**src/rtl/sd_pkg.sv**
```systemverilog
// Signed-digit (borrow-save, radix-2) shared types, encodings and helpers.
package sd_pkg;

    localparam int unsigned DW = 4;
    localparam int unsigned MW = 3;

    typedef logic [1:0] sd_digit_t;

    localparam sd_digit_t SD_POS  = 2'b10;
    localparam sd_digit_t SD_NEG  = 2'b01;
    localparam sd_digit_t SD_ZERO = 2'b00;

    // 11 decodes to zero, same as 00.
    function automatic logic signed [2:0] sd_val(input sd_digit_t d);
        case (d)
            SD_POS:  return 3'sb001;
            SD_NEG:  return 3'sb111;
            default: return 3'sb000;
        endcase
    endfunction

    function automatic sd_digit_t sd_enc(input logic signed [2:0] v);
        if (v > 3'sb000)
            return SD_POS;
        else if (v < 3'sb000)
            return SD_NEG;
        else
            return SD_ZERO;
    endfunction

endpackage

```
**src/rtl/sd_add4.sv**
```systemverilog
// Four-digit carry-limited signed-digit adder: s + 16*cout = a + b + cin.
module sd_add4
    import sd_pkg::*;
(
    input  logic [DW-1:0] a_plus,
    input  logic [DW-1:0] a_minus,
    input  logic [DW-1:0] b_plus,
    input  logic [DW-1:0] b_minus,
    input  sd_digit_t     cin,
    output logic [DW-1:0] s_plus,
    output logic [DW-1:0] s_minus,
    output sd_digit_t     cout
);

    logic signed [2:0] pos_sum;
    logic signed [2:0] t_cur;
    logic signed [2:0] w_cur;
    logic signed [2:0] t_prev;
    logic signed [2:0] s_val;
    logic              prev_nonneg;
    sd_digit_t         s_dig;

    // t_i is chosen from p_{i-1}'s sign so w_i + t_{i-1} never leaves -1..1.
    always_comb begin
        s_plus      = '0;
        s_minus     = '0;
        pos_sum     = 3'sb000;
        t_cur       = 3'sb000;
        w_cur       = 3'sb000;
        s_val       = 3'sb000;
        s_dig       = SD_ZERO;
        t_prev      = sd_val(cin);
        prev_nonneg = (sd_val(cin) >= 3'sb000);
        for (int i = 0; i < int'(DW); i++) begin
            pos_sum = sd_val({a_plus[i], a_minus[i]}) + sd_val({b_plus[i], b_minus[i]});
            case (pos_sum)
                3'sb010: begin t_cur = 3'sb001; w_cur = 3'sb000; end
                3'sb110: begin t_cur = 3'sb111; w_cur = 3'sb000; end
                3'sb001: begin
                    t_cur = prev_nonneg ? 3'sb001 : 3'sb000;
                    w_cur = prev_nonneg ? 3'sb111 : 3'sb001;
                end
                3'sb111: begin
                    t_cur = prev_nonneg ? 3'sb000 : 3'sb111;
                    w_cur = prev_nonneg ? 3'sb111 : 3'sb001;
                end
                default: begin t_cur = 3'sb000; w_cur = 3'sb000; end
            endcase
            s_val      = w_cur + t_prev;
            s_dig      = sd_enc(s_val);
            s_plus[i]  = s_dig[1];
            s_minus[i] = s_dig[0];
            t_prev      = t_cur;
            prev_nonneg = (pos_sum >= 3'sb000);
        end
        cout = sd_enc(t_prev);
    end

endmodule

```
**src/rtl/sd_adder_slice.sv**
```systemverilog
// Borrow-save arithmetic slice: two cascaded sd_add4 stages, carry registers, M-block.
module sd_adder_slice
    import sd_pkg::*;
(
    input  logic          clk,
    input  logic          rst_n,
    input  logic          en_adder,
    input  logic          carry_clr,
    input  logic [DW-1:0] x_plus,
    input  logic [DW-1:0] x_minus,
    input  logic [DW-1:0] y_plus,
    input  logic [DW-1:0] y_minus,
    input  logic [DW-1:0] residue_plus,
    input  logic [DW-1:0] residue_minus,
    output logic [DW-1:0] z_plus,
    output logic [DW-1:0] z_minus,
    output logic [DW-1:0] tmp_plus,
    output logic [DW-1:0] tmp_minus,
    output sd_digit_t     cout_one,
    output sd_digit_t     cout_two,
    output sd_digit_t     cin_one,
    output sd_digit_t     cin_two,
    input  logic [DW-1:0] v_plus,
    input  logic [DW-1:0] v_minus,
    input  sd_digit_t     p,
    output logic [MW-1:0] w_upper_plus,
    output logic [MW-1:0] w_upper_minus,
    output logic          m_ovf
);

    sd_add4 u_stage1 (
        .a_plus  (x_plus),
        .a_minus (x_minus),
        .b_plus  (y_plus),
        .b_minus (y_minus),
        .cin     (cin_one),
        .s_plus  (z_plus),
        .s_minus (z_minus),
        .cout    (cout_one)
    );

    sd_add4 u_stage2 (
        .a_plus  (z_plus),
        .a_minus (z_minus),
        .b_plus  (residue_plus),
        .b_minus (residue_minus),
        .cin     (cin_two),
        .s_plus  (tmp_plus),
        .s_minus (tmp_minus),
        .cout    (cout_two)
    );

    // Inter-slice carries; clear has priority over load.
    always_ff @(posedge clk or negedge rst_n) begin
        if (!rst_n) begin
            cin_one <= SD_ZERO;
            cin_two <= SD_ZERO;
        end else if (carry_clr) begin
            cin_one <= SD_ZERO;
            cin_two <= SD_ZERO;
        end else if (en_adder) begin
            cin_one <= cout_one;
            cin_two <= cout_two;
        end
    end

    logic signed [5:0] v_val;
    logic signed [5:0] r_val;
    logic signed [2:0] p_val;
    logic        [5:0] r_abs;
    logic     [MW-1:0] r_mag;

    // M-block: R = V - 8*p, saturated to +/-7 with a canonical one-sided result.
    always_comb begin
        w_upper_plus  = '0;
        w_upper_minus = '0;
        m_ovf         = 1'b0;
        p_val         = sd_val(p);
        v_val         = $signed({2'b00, v_plus}) - $signed({2'b00, v_minus});
        r_val         = v_val - $signed({p_val, 3'b000});
        r_abs         = r_val[5] ? 6'(-r_val) : 6'(r_val);
        if (r_abs > 6'd7) begin
            r_mag = 3'b111;
            m_ovf = 1'b1;
        end else begin
            r_mag = r_abs[MW-1:0];
        end
        if (r_val[5])
            w_upper_minus = r_mag;
        else
            w_upper_plus  = r_mag;
    end

endmodule

```
**config.mk**
```make
export PLATFORM = sky130hd
export DESIGN_NAME = sd_adder_slice
export DESIGN_NICKNAME = d
export VERILOG_FILES = /design/src/rtl/sd_pkg.sv /design/src/rtl/sd_add4.sv /design/src/rtl/sd_adder_slice.sv
export SDC_FILE = /design/constraint.sdc
export NUM_CORES = 1
export LEC_CHECK = 0
export CAP_MARGIN = 5
export CORE_MARGIN = 10
export CORE_UTILIZATION = 46
export CTS_BUF_LIST = sky130_fd_sc_hd__clkbuf_16
export DETAILED_ROUTE_END_ITERATION = 8
export HOLD_SLACK_MARGIN = 0.03
export PLACE_DENSITY = 0.82
export SETUP_SLACK_MARGIN = 0.5
export SLEW_MARGIN = 20
export SYNTH_ARGS = -nofsm -noshare
export SYNTH_HDL_FRONTEND = slang
export SYNTH_SLANG_ARGS = --single-unit
export TNS_END_PERCENT = 50
```
**constraint.sdc**
```tcl
create_clock -name clk -period 7.85 [get_ports clk]
set_clock_uncertainty 0.2 [all_clocks]
set_input_delay 1.1775 -clock clk [delete_from_list [all_inputs] [get_ports clk]]
set_output_delay 1.1775 -clock clk [all_outputs]
set_load 0.01 [all_outputs]
```
==> flow_summary.json, run 1 <==
{
  "status": "completed",
  "seq_power_share": 0.034,
  "r2r_start": "cin_one[0]",
  "tritoncts": "done",
  "ff2ff_path_depth": 2,
  "io_buffers": 68,
  "grt-busiest-layer": "met2",
  "met1_usage": 0.138,
  "final_nets": 402,
  "hold_path_depth": 2,
  "grt_antenna_before_repair": 0,
  "cts_sinks": 4,
  "period_share": 0.931,
  "cp-end-kind": "output port",
  "tns_ps": 0,
  "path_clk_slew_ps": 30,
  "critPathKind": "in -> out",
  "min_from": "cin_two[0]",
  "final_core_utilization": 0.718,
  "synth_edf_count": 0,
  "r2r_slack_ps": 6940,
  "grtUsageMet2": 0.234,
  "io_pins": 69,
  "async_flop_share": 1.00,
  "grt_pass1_vias": 1867,
  "syn_nets": 330,
  "power_frac_comb": 0.861,
  "netlist_area_mm2": 0.00193,
  "overflow": 0,
  "tightest_slew_ps": 399,
  "placementRows": 23,
  "drive_gt1_frac": 0.169,
  "hold_class": "reg -> reg",
  "yosysSeqAreaShare": 0.0518,
  "syn_to_final_growth_pct": 49.8,
  "fp.dieW_um": 84.8,
  "ctsHoldBuffers": 0,
  "yosysWarningCount": 0,
  "ant_nets": 0,
  "clk_path_buf_depth": 2,
  "cp_data_arrival_time_ps": 5930,
  "start_util": 0.479,
  "switchingPower_mw": 0.344,
  "viasPerCell": 4.94,
  "p_leak_nw": 1.44,
  "drt_wl_total_mm": 4.89,
  "syn_avg_cell_area_um2": 8.15,
  "synth_ff_type": "dfrtp_1",
  "timing.rr.end": "cin_one[0]",
  "drt_iter0_markers": 65,
  "cp.required_ps": 6470,
  "clk_latency_ps": 230,
  "post-dp-hpwl_mm": 4.07,
  "die_area_mm2": 0.00719,
  "grt_max_degree": 10,
  "ys_ff_latch": 4,
  "slew_violations": 0,
  "synth_area_leader_cell": "ha_1",
  "cp-start-kind": "primary input",
  "final_hold_viol_count": 0,
  "cp_max_fo": 4,
  "drt_pass1_iterations": 4,
  "vias": 1762,
  "numCtsBuffers": 3,
  "syn_inst": 237,
  "gp_congestion": 0.789,
  "synth.area.top_cells": "ha_1, fa_1, inv_1, dfrtp_1, nand2b_1",
  "ys_types": 35,
  "grt_first_pass_wirelength_mm": 8.03,
  "clock-root-buffer": "clkbuf_16",
  "grt_util_all_layers": 0.127,
  "drcViolationCount": 0,
  "p_sw_frac": 0.451,
  "synth_top_area_frac": 0.227,
  "n_antenna_cell": 0,
  "rsz0062_at_grt": "true",
  "cell_internal_pwr_mw": 0.418,
  "post-route-min-period_ps": 7310,
  "fp.dieH_um": 84.8,
  "hold_end": "cin_two[0]",
  "h-tree-depth": 1,
  "irDropWorstVdd_mv": 0.288,
  "power.density_mw_per_mm2": 264,
  "synthTopCellsByCount": "inv_1, ha_1, fa_1",
  "yosysMostFrequentCell": "inv_1",
  "n_fill_cell": 322,
  "slew_headroom": 0.732,
  "grtUsageMet3": 0.0406,
  "clockPowerShare": 0.105,
  "max_freq_ghz": 0.137,
  "routedWlPerCell_um": 13.7,
  "setup_violations": 0,
  "core-area_mm2": 0.00403,
  "maxCapViolCount": 0
}
==> metrics by stage <==
stage          setup WS (ps)  total power [mW]  area [µm²]  cells  hold WS, ps
6_report                 543             0.762        2890    357          363
5_1_grt                  300             0.839        2890    357          388
4_1_cts                  282             0.742        2770    356          362
3_5_place_dp             108             0.670        2670    352          355
3_3_place_gp             201             0.655        2670    352          350
2_1_floorplan           1300             0.406        1930    237          375
==> cell usage in the layout (no fill, tap or decap), types with 6 or more instances in the layout <==
cell type | synthesis | routed
dlymetal6s2s_1 | 0 | 8
ha_2 | 0 | 7
ha_1 | 35 | 26
inv_1 | 64 | 57
nor2_1 | 13 | 13
a21boi_0 | 8 | 6
nand2b_1 | 11 | 8
inv_2 | 0 | 7
clkdlybuf4s50_1 | 0 | 57
nand2_1 | 10 | 10
a21oi_1 | 9 | 8
fa_1 | 20 | 15
==> cell type report <==
| cell class | instances | area, µm² | area share |
|---|---|---|---|
| clock buffer | 3 | 75.1 | 0.0260 |
| inverter | 64 | 240 | 0.0831 |
| multi-input combinational | 164 | 1690 | 0.586 |
| sequential | 4 | 100 | 0.0346 |
| tap | 50 | 62.6 | 0.0216 |
| timing repair buffer | 72 | 719 | 0.249 |
==> worst max path at each step <==
stage / startpoint / end / slack, ps / depth (start not counted)
after floorplan: y_plus[3] / tmp_plus[3] / 1300 / 20
after global placement: y_plus[1] / tmp_plus[3] / 200 / 23
after detailed placement: y_plus[1] / tmp_plus[1] / 110 / 23
after CTS: y_plus[1] / tmp_plus[1] / 280 / 23
after global routing: x_plus[0] / tmp_minus[1] / 300 / 22
final: x_plus[0] / tmp_minus[1] / 540 / 22
==> metal layers <==
| layer | share of wire | up-vias |
|---|---|---|
| met1 | 0.40 | 823 |
| met5 | 0 | - |
| met3 | 0.078 | 4 |
| met4 | 0.0090 | 0 |
| met2 | 0.52 | 46 |
| li1 | - | 889 |
==> worst max-delay path, stage by stage <==
cell and delay, ps:
clkdlybuf4s50_1 450, inv_1 40, ha_1 270, inv_1 60, ha_1 130, inv_1 50, fa_2 570, nand4_1 100
o21ai_0 100, ha_1 170, inv_1 50, fa_1 500, nand3b_1 90, ha_1 190, inv_1 60, fa_1 450
nand2b_1 190, a21boi_2 150, ha_2 200, inv_1 50, fa_1 370, clkdlybuf4s50_1 500
==> what timing repair did <==
action,in CTS,in global routing
pin swaps,2,21
resized for setup,16,37
setup buffers,1,1
endpoints found under the hold margin,0,0
endpoints found under the setup margin,6,6
cloned,0,0
==> logic make-up (layout without fill, tap and decap cells) <==
kind of cell | count (synthesis) | after routing | share of synthesized area
AOI/OAI and AO/OA | 36 | 36 | 0.125
xor gates and xnor gates | 6 | 6 | 0.0311
adders and majority gates | 55 | 55 | 0.434
buffers and inverters | 69 | 139 | 0.134
DFF | 4 | 4 | 0.0518
muxes | 7 | 7 | 0.0389
and+or+nand+nor | 60 | 60 | 0.185
==> power groups by stage <==
stage                     registers [mW]  logic (mW)  clock network [mW]
after global placement            0.0259       0.629                   0
after detailed placement          0.0262       0.644                   0
final                             0.0261       0.656              0.0802
after global routing              0.0265       0.730              0.0819
after floorplan                   0.0270       0.379                   0
after CTS                         0.0261       0.635              0.0816
==> registers in the layout, indices dropped and copies added, names as in the netlist <==
| name | cells |
|---|---|
| cin_one | 2 |
| cin_two | 2 |
Power figures use the tool's default switching activity.
==> inputs of run 2 (changes only) <==
Settings changed: PLACE_DENSITY 0.82 to 0.83, SYNTH_HIERARCHICAL set to 1.
==> run 2 against run 1 <==
- worst setup slack gained 120 ps
- via count grew 9.0%
- count of clock-buffer cells in the layout unchanged
- die area decreased by 3.1%
- design area increased by 6.0%
- sequential cell count did not move
- combinational power grew 48%
- area after synthesis shrank 4.0%
- highest routed layer unchanged
- largest cell class unchanged
- synthesized cell count is 0.84% higher
==> flow_summary.json, run 2 <==
{
  "status": "completed",
  "n_antenna_cell": 0,
  "grt_first_pass_wirelength_mm": 9.24,
  "synthTopCellsByCount": "inv_1, ha_1, nor2_1",
  "h-tree-depth": 1,
  "clock-root-buffer": "clkbuf_16",
  "hold_class": "reg -> reg",
  "layout_commonest_cell": "inv_1",
  "power.density_mw_per_mm2": 353,
  "dp_slack_ps": -273,
  "syn_inst": 239,
  "gp_congestion": 0.841,
  "r2r_slack_ps": 6930,
  "cp_max_fo": 2,
  "final-instance-count-excl-fill": 393,
  "syn_nets": 332,
  "synth_area_leader_cell": "ha_1",
  "overflow": 0,
  "final_cell_mix": "inv_1, clkdlybuf4s50_1, buf_4",
  "grt_pass1_vias": 2035,
  "cp_num_buf_inv": 6,
  "ant_nets": 0,
  "n_fill_cell": 263,
  "irDropWorstVdd_mv": 0.402,
  "clk_latency_ps": 230,
  "syn_avg_cell_area_um2": 7.75,
  "synth_top_area_frac": 0.263,
  "final_cell_area_mm2": 0.00307,
  "cp.required_ps": 6470,
  "crit_family": "adder cells",
  "max_freq_ghz": 0.139,
  "dpl_cell_area_mm2": 0.00275,
  "path_clk_slew_ps": 30,
  "cp-end-kind": "output port",
  "clk_path_buf_depth": 2,
  "viasPerCell": 4.89,
  "cp-start-kind": "primary input",
  "async_flop_share": 1.00,
  "final_hold_viol_count": 0,
  "slew_violations": 0,
  "drive_gt1_frac": 0.306,
  "p_leak_nw": 1.54,
  "tritoncts": "done",
  "crit_slowest_cell": "fa_2",
  "synth_edf_count": 0,
  "drt_iter0_markers": 32,
  "tns_ps": 0,
  "io_buffers": 68,
  "dp_cells": 377,
  "fin_ws_ps": 663,
  "yosysSeqAreaShare": 0.0540,
  "grt_util_all_layers": 0.156,
  "yosysMostFrequentCell": "inv_1",
  "yosysWarningCount": 6,
  "fp.dieW_um": 83.5,
  "critPathKind": "in -> out",
  "top_regs": "cin_one x2, cin_two x2",
  "start_util": 0.470,
  "maxCapViolCount": 0,
  "max_stage_delay_ps": 570,
  "synth.area.top_cells": "ha_1, fa_1, inv_1, dfrtp_1, xor2_1",
  "rsz0062_at_grt": "true",
  "tightest_slew_ps": 351,
  "fp.dieH_um": 83.5,
  "post-route-min-period_ps": 7190,
  "grt_max_degree": 8,
  "synth_ff_type": "dfrtp_1",
  "ys_types": 27,
  "post-dp-hpwl_mm": 4.19,
  "drcViolationCount": 0,
  "setup_violations": 0,
  "cts_sinks": 4,
  "numCtsBuffers": 3,
  "vias": 1921,
  "routedWlPerCell_um": 14.7,
  "drt_wl_total_mm": 5.77,
  "drt_pass1_iterations": 4,
  "power_mw": 1.08,
  "final_nets": 438,
  "cp_common_cell": "nor2_1",
  "path_cells": "buf_2 -> inv_2 -> ha_4 -> inv_2 -> ha_4 -> fa_1 -> and2b_1 -> a32o_1 -> ha_2 -> fa_1 -> nor2_1 -> nor2_1 -> inv_1 -> ha_1 -> inv_1 -> ha_2 -> fa_2 -> xor2_2 -> and2_4 -> ha_2 -> fa_1 -> nor2_1 -> nor2_1 -> buf_2",
  "period_share": 0.915,
  "cp_data_arrival_time_ps": 5810,
  "io_pins": 69,
  "grt_antenna_before_repair": 0,
  "ys_ff_latch": 4,
  "placementRows": 23,
  "slew_headroom": 0.765,
  "syn_to_final_growth_pct": 65.4,
  "netlist_area_mm2": 0.00185,
  "core-area_mm2": 0.00394,
  "die_area_mm2": 0.00697
}
## run 2: cell count changes in the layout (fill, tap and decap cells not counted), moves of 6 or more
cell / previous run / this run
clkbuf_2: 0 / 6
nand2b_1: 8 / 0
a21boi_0: 6 / 0
dlymetal6s2s_1: 8 / 0
buf_4: 4 / 30
buf_6: 0 / 8
clkdlybuf4s50_1: 57 / 46
## run 2: logic make-up after synthesis
family,after synthesis,share of synthesized area
muxes,7,0.0432
buffers and inverters,72,0.146
DFF,4,0.0540
and+or+nand+nor,62,0.176
xor gates and xnor gates,9,0.0425
AOI/OAI and AO/OA,30,0.102
adders and majority gates,55,0.436
## run 2: layout make-up
cell class / instances / area (µm²) / area share
clock buffer: 3 / 75.1 / 0.0245
inverter: 71 / 272 / 0.0886
multi-input combinational: 163 / 1660 / 0.543
sequential: 4 / 100 / 0.0327
tap: 50 / 62.6 / 0.0204
timing repair buffer: 102 / 892 / 0.291
## run 2: metal layers
layer / GRT usage / vias to the layer above / share of wire
li1: - / 957 / -
met1: 0.165 / 896 / 0.38
met2: 0.303 / 57 / 0.56
met3: 0.0332 / 11 / 0.040
met4: 0.0396 / 0 / 0.018
met5: 0 / - / 0
## run 2: repair_timing
action / 4_1_cts / 5_1_grt
endpoints found under the setup margin: 7 / 7
hold buffers: 0 / 0
pin swaps: 58 / 55
resized for setup: 73 / 53
buffers inserted: 10 / 3
## run 2: per-stage QoR
step           utilization  hold slack, ps
3_5_place_dp         0.698             350
5_1_grt              0.778             394
6_report             0.778             350
3_3_place_gp         0.698             340
2_1_floorplan            -             373
4_1_cts              0.734             356
## run 2: worst paths after layout
| path | from | end | depth (start not counted) |
|---|---|---|---|
| setup reg to reg | cin_two[1] | cin_two[1] | 2 |
| setup / recovery | x_plus[0] | tmp_plus[1] | 24 |
| hold / removal | cin_one[1] | cin_one[1] | 2 |
| hold reg to reg | cin_one[1] | cin_one[1] | 2 |
| max in group asynchronous | rst_n | cin_one[0] | 1 |
| min in group asynchronous | rst_n | cin_two[1] | 1 |
## run 2: where the power goes
part / switching [mW] / internal [mW]
registers: 0.00346 / 0.0243
logic: 0.465 / 0.507
clock network: 0.0159 / 0.0652
total: 0.484 / 0.597
## run 2: worst min-delay path: cells and delay by family (launching register included)
| family | cells | cell delay [ps] |
|---|---|---|
| simple gates | 1 | 80 |
| mux | 1 | 80 |
| flops | 1 | 350 |
==> inputs of run 3 (changes only) <==
Settings changed: CTS_CLUSTER_DIAMETER set to 100.
==> results of run 3 <==
Same layout as run 2: the final DEF is identical, and so are final timing and power.
